==> src/rtl/sysid_check_ctrl.sv <==
// ---------------------------------------------------------------------------
// sysid_check_ctrl
//
// Boot-time sequencer for the system-ID slave. After reset (when AUTO_START
// is set) or on a start pulse it reads the system ID word (addr 0) and the
// build timestamp word (addr 1), compares them with the expected build
// values and retries after an idle gap on mismatch. The result is published
// as sticky sys_ok / sys_err flags together with the captured words. The CPU
// boot code polls sys_ok before loading the application.
//
// Ports
//   clock           in   1   system clock
//   reset_n         in   1   asynchronous active-low reset
//   start           in   1   one-cycle pulse requesting a (re)check
//   sysid_address   out  1   address to the sysid slave (0 when idle)
//   sysid_read      out  1   read strobe, one cycle per access
//   sysid_readdata  in   32  read data from the sysid slave
//   busy            out  1   check in progress, retry gaps included
//   sys_ok          out  1   last check passed (sticky until next trigger)
//   sys_err         out  1   last check failed after all retries (sticky)
//   id_word         out  32  last captured addr-0 word
//   ts_word         out  32  last captured addr-1 word
//   retry_count     out  4   attempts beyond the first used by the last check
//
// Every output comes straight from a flop. The bus strobe and address are
// derived from the next state, so a strobe is visible in exactly the cycle
// the FSM spends in RD_ID / RD_TS, and an asserted reset_n drops it at once.
// ---------------------------------------------------------------------------
module sysid_check_ctrl #(
    parameter logic [31:0] EXPECTED_ID  = 32'd0,
    parameter logic [31:0] EXPECTED_TS  = 32'd1571410521,
    parameter int unsigned CHECK_TS     = 1,
    parameter int unsigned READ_LATENCY = 0,
    parameter int unsigned MAX_RETRY    = 3,
    parameter int unsigned RETRY_GAP    = 16,
    parameter int unsigned AUTO_START   = 1
) (
    input  logic        clock,
    input  logic        reset_n,
    input  logic        start,
    output logic        sysid_address,
    output logic        sysid_read,
    input  logic [31:0] sysid_readdata,
    output logic        busy,
    output logic        sys_ok,
    output logic        sys_err,
    output logic [31:0] id_word,
    output logic [31:0] ts_word,
    output logic [3:0]  retry_count
);

    // FSM encoding
    localparam logic [3:0] ST_IDLE  = 4'd0;
    localparam logic [3:0] ST_RD_ID = 4'd1;
    localparam logic [3:0] ST_WT_ID = 4'd2;
    localparam logic [3:0] ST_RD_TS = 4'd3;
    localparam logic [3:0] ST_WT_TS = 4'd4;
    localparam logic [3:0] ST_CMP   = 4'd5;
    localparam logic [3:0] ST_GAP   = 4'd6;
    localparam logic [3:0] ST_PASS  = 4'd7;
    localparam logic [3:0] ST_FAIL  = 4'd8;

    // Parameter-derived constants at the widths the datapath uses
    localparam logic [1:0] LAT_C       = 2'(READ_LATENCY);
    localparam logic       LAT_ZERO_C  = (READ_LATENCY == 0) ? 1'b1 : 1'b0;
    localparam logic       TS_EN_C     = (CHECK_TS != 0) ? 1'b1 : 1'b0;
    localparam logic       AUTO_C      = (AUTO_START != 0) ? 1'b1 : 1'b0;
    localparam logic [3:0] MAX_RETRY_C = 4'(MAX_RETRY);
    // The gap counter is loaded with N-1 and counts down to 0, giving N cycles.
    localparam logic [7:0] GAP_LOAD_C  = 8'(RETRY_GAP - 1);

    // Compare captured words against the build values; the timestamp is
    // ignored when timestamp checking is disabled.
    function automatic logic words_match(input logic [31:0] id_w,
                                         input logic [31:0] ts_w);
        logic id_ok;
        logic ts_ok;
        id_ok = (id_w == EXPECTED_ID);
        ts_ok = (!TS_EN_C) || (ts_w == EXPECTED_TS);
        return id_ok & ts_ok;
    endfunction

    logic [3:0]  state_r;
    logic [3:0]  next_state_s;
    logic [1:0]  wait_cnt_r;
    logic [7:0]  gap_cnt_r;
    logic [3:0]  retry_r;
    logic        auto_pend_r;
    logic        read_r;
    logic        addr_r;
    logic        busy_r;
    logic        ok_r;
    logic        err_r;
    logic [31:0] id_r;
    logic [31:0] ts_r;

    logic        idle_like_s;
    logic        trigger_s;
    logic        wait_done_s;
    logic        capture_id_s;
    logic        capture_ts_s;
    logic        match_s;
    logic        can_retry_s;

    // Trigger, capture strobes and compare result
    always_comb begin
        idle_like_s  = 1'b0;
        trigger_s    = 1'b0;
        wait_done_s  = 1'b0;
        capture_id_s = 1'b0;
        capture_ts_s = 1'b0;
        match_s      = 1'b0;
        can_retry_s  = 1'b0;

        if ((state_r == ST_IDLE) || (state_r == ST_PASS) || (state_r == ST_FAIL)) begin
            idle_like_s = 1'b1;
        end else begin
            idle_like_s = 1'b0;
        end

        // start while busy is simply not looked at: no restart, no queueing.
        trigger_s   = idle_like_s & (start | auto_pend_r);
        wait_done_s = (wait_cnt_r == LAT_C);

        // Data is valid READ_LATENCY cycles after the strobe; with zero
        // latency that is the strobe cycle itself.
        if (LAT_ZERO_C) begin
            capture_id_s = (state_r == ST_RD_ID);
            capture_ts_s = (state_r == ST_RD_TS);
        end else begin
            capture_id_s = (state_r == ST_WT_ID) & wait_done_s;
            capture_ts_s = (state_r == ST_WT_TS) & wait_done_s;
        end

        match_s     = words_match(id_r, ts_r);
        can_retry_s = (retry_r < MAX_RETRY_C);
    end

    // Next-state logic
    always_comb begin
        next_state_s = state_r;
        case (state_r)
            ST_IDLE, ST_PASS, ST_FAIL: begin
                if (trigger_s) begin
                    next_state_s = ST_RD_ID;
                end else begin
                    next_state_s = state_r;
                end
            end
            ST_RD_ID: begin
                if (LAT_ZERO_C) begin
                    next_state_s = ST_RD_TS;
                end else begin
                    next_state_s = ST_WT_ID;
                end
            end
            ST_WT_ID: begin
                if (wait_done_s) begin
                    next_state_s = ST_RD_TS;
                end else begin
                    next_state_s = ST_WT_ID;
                end
            end
            ST_RD_TS: begin
                if (LAT_ZERO_C) begin
                    next_state_s = ST_CMP;
                end else begin
                    next_state_s = ST_WT_TS;
                end
            end
            ST_WT_TS: begin
                if (wait_done_s) begin
                    next_state_s = ST_CMP;
                end else begin
                    next_state_s = ST_WT_TS;
                end
            end
            ST_CMP: begin
                if (match_s) begin
                    next_state_s = ST_PASS;
                end else if (can_retry_s) begin
                    next_state_s = ST_GAP;
                end else begin
                    next_state_s = ST_FAIL;
                end
            end
            ST_GAP: begin
                if (gap_cnt_r == 8'd0) begin
                    next_state_s = ST_RD_ID;
                end else begin
                    next_state_s = ST_GAP;
                end
            end
            default: begin
                next_state_s = ST_IDLE;
            end
        endcase
    end

    // FSM state, one-shot auto-start request and registered status outputs
    always_ff @(posedge clock or negedge reset_n) begin
        if (!reset_n) begin
            state_r     <= ST_IDLE;
            auto_pend_r <= AUTO_C;
            read_r      <= 1'b0;
            addr_r      <= 1'b0;
            busy_r      <= 1'b0;
            ok_r        <= 1'b0;
            err_r       <= 1'b0;
        end else begin
            state_r     <= next_state_s;
            auto_pend_r <= 1'b0;
            read_r      <= (next_state_s == ST_RD_ID) || (next_state_s == ST_RD_TS);
            addr_r      <= (next_state_s == ST_RD_TS);
            busy_r      <= (next_state_s != ST_IDLE) && (next_state_s != ST_PASS) &&
                           (next_state_s != ST_FAIL);
            // PASS and FAIL are exclusive states, so the flags can never
            // both be set, and a trigger leaves them and clears both flags.
            ok_r        <= (next_state_s == ST_PASS);
            err_r       <= (next_state_s == ST_FAIL);
        end
    end

    // Read-latency and retry-gap counters
    always_ff @(posedge clock or negedge reset_n) begin
        if (!reset_n) begin
            wait_cnt_r <= 2'd0;
            gap_cnt_r  <= 8'd0;
        end else begin
            // The strobe cycle counts as the first latency cycle.
            if ((state_r == ST_RD_ID) || (state_r == ST_RD_TS)) begin
                wait_cnt_r <= 2'd1;
            end else if ((state_r == ST_WT_ID) || (state_r == ST_WT_TS)) begin
                wait_cnt_r <= wait_cnt_r + 2'd1;
            end else begin
                wait_cnt_r <= 2'd0;
            end

            if (state_r == ST_CMP) begin
                gap_cnt_r <= GAP_LOAD_C;
            end else if ((state_r == ST_GAP) && (gap_cnt_r != 8'd0)) begin
                gap_cnt_r <= gap_cnt_r - 8'd1;
            end else begin
                gap_cnt_r <= gap_cnt_r;
            end
        end
    end

    // Retry counter: cleared on trigger, bumped once per retried mismatch,
    // and therefore never exceeding MAX_RETRY.
    always_ff @(posedge clock or negedge reset_n) begin
        if (!reset_n) begin
            retry_r <= 4'd0;
        end else if (trigger_s) begin
            retry_r <= 4'd0;
        end else if ((state_r == ST_CMP) && !match_s && can_retry_s) begin
            retry_r <= retry_r + 4'd1;
        end else begin
            retry_r <= retry_r;
        end
    end

    // Captured words; they persist across triggers until overwritten
    always_ff @(posedge clock or negedge reset_n) begin
        if (!reset_n) begin
            id_r <= 32'd0;
            ts_r <= 32'd0;
        end else begin
            if (capture_id_s) begin
                id_r <= sysid_readdata;
            end else begin
                id_r <= id_r;
            end
            if (capture_ts_s) begin
                ts_r <= sysid_readdata;
            end else begin
                ts_r <= ts_r;
            end
        end
    end

    assign sysid_read    = read_r;
    assign sysid_address = addr_r;
    assign busy          = busy_r;
    assign sys_ok        = ok_r;
    assign sys_err       = err_r;
    assign id_word       = id_r;
    assign ts_word       = ts_r;
    assign retry_count   = retry_r;

endmodule

==> config.mk <==
export PLATFORM = sky130hd
export DESIGN_NAME = sysid_check_ctrl
export DESIGN_NICKNAME = d
export VERILOG_FILES = /design/src/rtl/sysid_check_ctrl.sv
export SDC_FILE = /design/constraint.sdc
export NUM_CORES = 1
export LEC_CHECK = 0
export CAP_MARGIN = 0
export CORE_UTILIZATION = 48
export CTS_CLUSTER_DIAMETER = 200
export DETAILED_ROUTE_END_ITERATION = 7
export PLACE_DENSITY = 0.8
export SLEW_MARGIN = 20
export SYNTH_ARGS = -nofsm -noshare
export SYNTH_HDL_FRONTEND = slang
export SYNTH_SLANG_ARGS = --single-unit
==> constraint.sdc <==
create_clock -name clock -period 2.5 [get_ports clock]
set_clock_uncertainty 0.05 [all_clocks]
set_input_delay 0.25 -clock clock [delete_from_list [all_inputs] [get_ports clock]]
set_output_delay 0.25 -clock clock [all_outputs]
set_load 0.05 [all_outputs]
==> results.py <==
metrics = {
    "synthesis": {
        "synth_cell_type_count": 53,
        "ys_seq_area_frac": 0.581,
        "synth_cells": 277,
        "syn_nets": 316,
        "yosysWarnings": 0,
        "syn_area_per_cell_um2": 13.7,
        "ys_ff_latch": 88,
        "synth.top_cell.area_share": 0.574,
        "synthesis.area_mm2": 0.00379,
        "yosys.area.top_type": "dfrtp_1",
        "async_flop_share": 1.00,
        "ys.flop_type": "dfrtp_1",
        "synthTopCellsByArea": "dfrtp_1, mux2_2, and4bb_1",
        "synth_edf_count": 0,
    },
    "timing": {
        "fin_crit_ns": 2.15,
        "rsz0062_at_grt": "no",
        "clock.fmax_mhz": 466,
        "timing.final.crit_share": 0.859,
        "final_max_slew_viol_count": 0,
        "finalSetupTns_ns": 0,
        "worst_pin_slew_ns": 0.586,
        "hold_viol": 0,
        "slew_headroom": 0.606,
        "setup-violations-final": 0,
    },
    "layout": {
        "postLayoutCoreUtil": 0.676,
        "area_growth_pct": 37.1,
        "finalNetCount": 427,
        "finish.instance_area_mm2": 0.00520,
        "antennaDiodeCount": 0,
        "drive_gt1_frac": 0.247,
    },
    "die": {
        "die_area_mm2": 0.00826,
        "start_util": 0.493,
        "die_y_um": 90.9,
        "fp-row-count": 32,
        "coreArea_mm2": 0.00769,
        "ios": 108,
        "dieWidth_um": 90.9,
    },
    "setup_path": {
        "cp_max_fo": 10,
        "cp_num_buf_inv": 1,
        "cpLargestDelayFamily": "simple AND/OR/NAND/NOR gates",
        "cp.required_ns": 2.69,
        "cpMaxStageDelayCell": "dfrtp_1",
        "start_kind": "flop",
        "critPathArrivalTime_ns": 2.34,
        "slowest_delay_ns": 0.41,
        "worstPathCellList": "inv_1, ha_1, nor3b_1, a211oi_4, nor3_1, o21ai_0, or2_1",
        "critPathKind": "flop to flop",
        "end_kind": "flop",
    },
    "grt": {
        "grt-ovfl-total": 0,
        "grt_pass1_vias": 2870,
        "track_usage": 0.231,
        "antenna_found_initial": 0,
        "grt_start_max_net_pins": 52,
        "grt_pass1_wl_mm": 14.7,
    },
    "clock_network": {
        "cts_max_level": 3,
        "clockBufferDepth": 2,
        "clock_insertion_delay_worst_skew_ns": 0.35,
        "cts_buffers": 9,
        "cts_root_buf": "clkbuf_8",
        "cts_tree": "built",
        "cts_sinks": 88,
        "clk_pin_slew_ns": 0.09,
    },
    "placed_design": {
        "place_area_mm2": 0.00499,
        "hpwl_mm": 6.37,
        "place_congestion": 0.808,
        "io_buffers": 107,
    },
    "routing": {
        "firstDrtPassIters": 4,
        "drt-total-wl_mm": 8.88,
        "viasPerCell": 5.49,
        "ant_nets": 0,
        "drc": 0,
        "num_vias": 2719,
        "wire_per_inst_um": 17.9,
        "drt-initial-drc-count": 128,
    },
    "min_path": {
        "hold_class": "input pin to asynchronous set/reset pin",
    },
    "outcome": {
        "outcome": "finished, final reports clean",
    },
    "flow_run": {
        "drv_cap": 0,
    },
}
## synthesized netlist by cell type (2+ instances only)
cell type	count
a21bo_1	2
a21oi_1	6
and4bb_1	4
and4bb_2	2
buf_2	8
clkbuf_1	3
dfrtp_1	87
ha_1	4
inv_1	5
mux2_2	63
nand2_1	8
nand2b_1	2
nand3_1	5
nand3b_1	3
nand4_1	4
nor2_1	9
nor2b_1	2
nor3_1	6
nor4_1	8
nor4b_2	2
o21ai_0	6
or3_1	3
xnor2_1	2
xor2_1	4
## through the flow
step | setup slack (ns) | hold WS (ns) | std cells
2_1_floorplan | 0.415 | -0.0956 | 277
3_3_place_gp | 0.458 | 0.196 | 478
3_5_place_dp | 0.397 | 0.201 | 478
4_1_cts | 0.373 | 0.365 | 495
5_1_grt | 0.222 | 0.387 | 495
6_report | 0.352 | 0.348 | 495
## per-layer routing
| layer | global-route usage | up-vias | part of all wire |
|---|---|---|---|
| li1 | - | 1235 | - |
| met1 | 0.295 | 1377 | 0.44 |
| met2 | 0.374 | 92 | 0.48 |
| met3 | 0.0572 | 15 | 0.058 |
| met4 | 0.0979 | 0 | 0.022 |
| met5 | 0 | - | 0 |
## flip-flops by register name, summed over array words and instances (netlist names), 2 cells and up
signal	cells
retry_count	4
id_word	32
state_r	4
gap_cnt_r	8
ts_word	32
wait_cnt_r	2
## worst paths after layout
kind | endpoint | slack [ns] | cells past startpoint | from
max | state_r[2] | 0.35 | 7 | gap_cnt_r[0]
min reg2reg | ts_word[7] | 0.48 | 1 | ts_word[7]
min in group clock | ts_word[7] | 0.48 | 1 | ts_word[7]
min | busy | 0.35 | 2 | reset_n
max reg2reg | state_r[2] | 0.35 | 7 | gap_cnt_r[0]
max in group asynchronous | id_word[31] | 1.41 | 3 | reset_n
## placed cells by master (no fill, tap or decap), types with 2 or more instances in the layout
cell and count:
and4bb_2 2, nor2b_1 2, and4bb_1 4, clkbuf_8 10, ha_1 4, nor2_1 9
clkinv_2 2, nand2_1 8, nand3_1 5, nor4b_2 2, mux2_2 63, inv_1 5
or3_1 3, a21bo_1 2, dfrtp_1 87, buf_4 3, buf_12 2, nand3b_1 3
a21oi_1 6, nand4_1 4, nand2b_1 2, o21ai_0 6, xnor2_1 2, xor2_1 4
nor4_1 8, nor3_1 5, clkdlybuf4s50_1 106
## repair_timing
item	4_1_cts	5_1_grt
buffers inserted	0	0
endpoints found under the setup margin	0	0
resized for setup	0	0
hold buffers	1	0
hold endpoints to repair	36	0
## cell type report
class / instances / area [um^2]
fillers: 587 / 2490
flip-flops and latches: 88 / 2200
multi-input cells: 172 / 1520
repair buffers: 112 / 1130
clock buffers: 11 / 141
well taps: 102 / 128
clock inverters: 5 / 56.3
inverters: 5 / 18.8
## cells by family (layout without fill, tap and decap cells)
family | Yosys count | after routing | synth area share
and+or+nand+nor | 70 | 70 | 0.126
adders and majority gates | 4 | 4 | 0.0132
muxes | 65 | 65 | 0.193
AOI/OAI and AO/OA | 26 | 26 | 0.0505
buffers and inverters | 17 | 133 | 0.0214
xor gates and xnor gates | 6 | 6 | 0.0139
other | 1 | 1 | 0.000989
DFF | 88 | 88 | 0.581
Power is left out: the tool's default activity adds up to more than one toggle a clock period on the data nets, which glitch-free logic cannot reach.
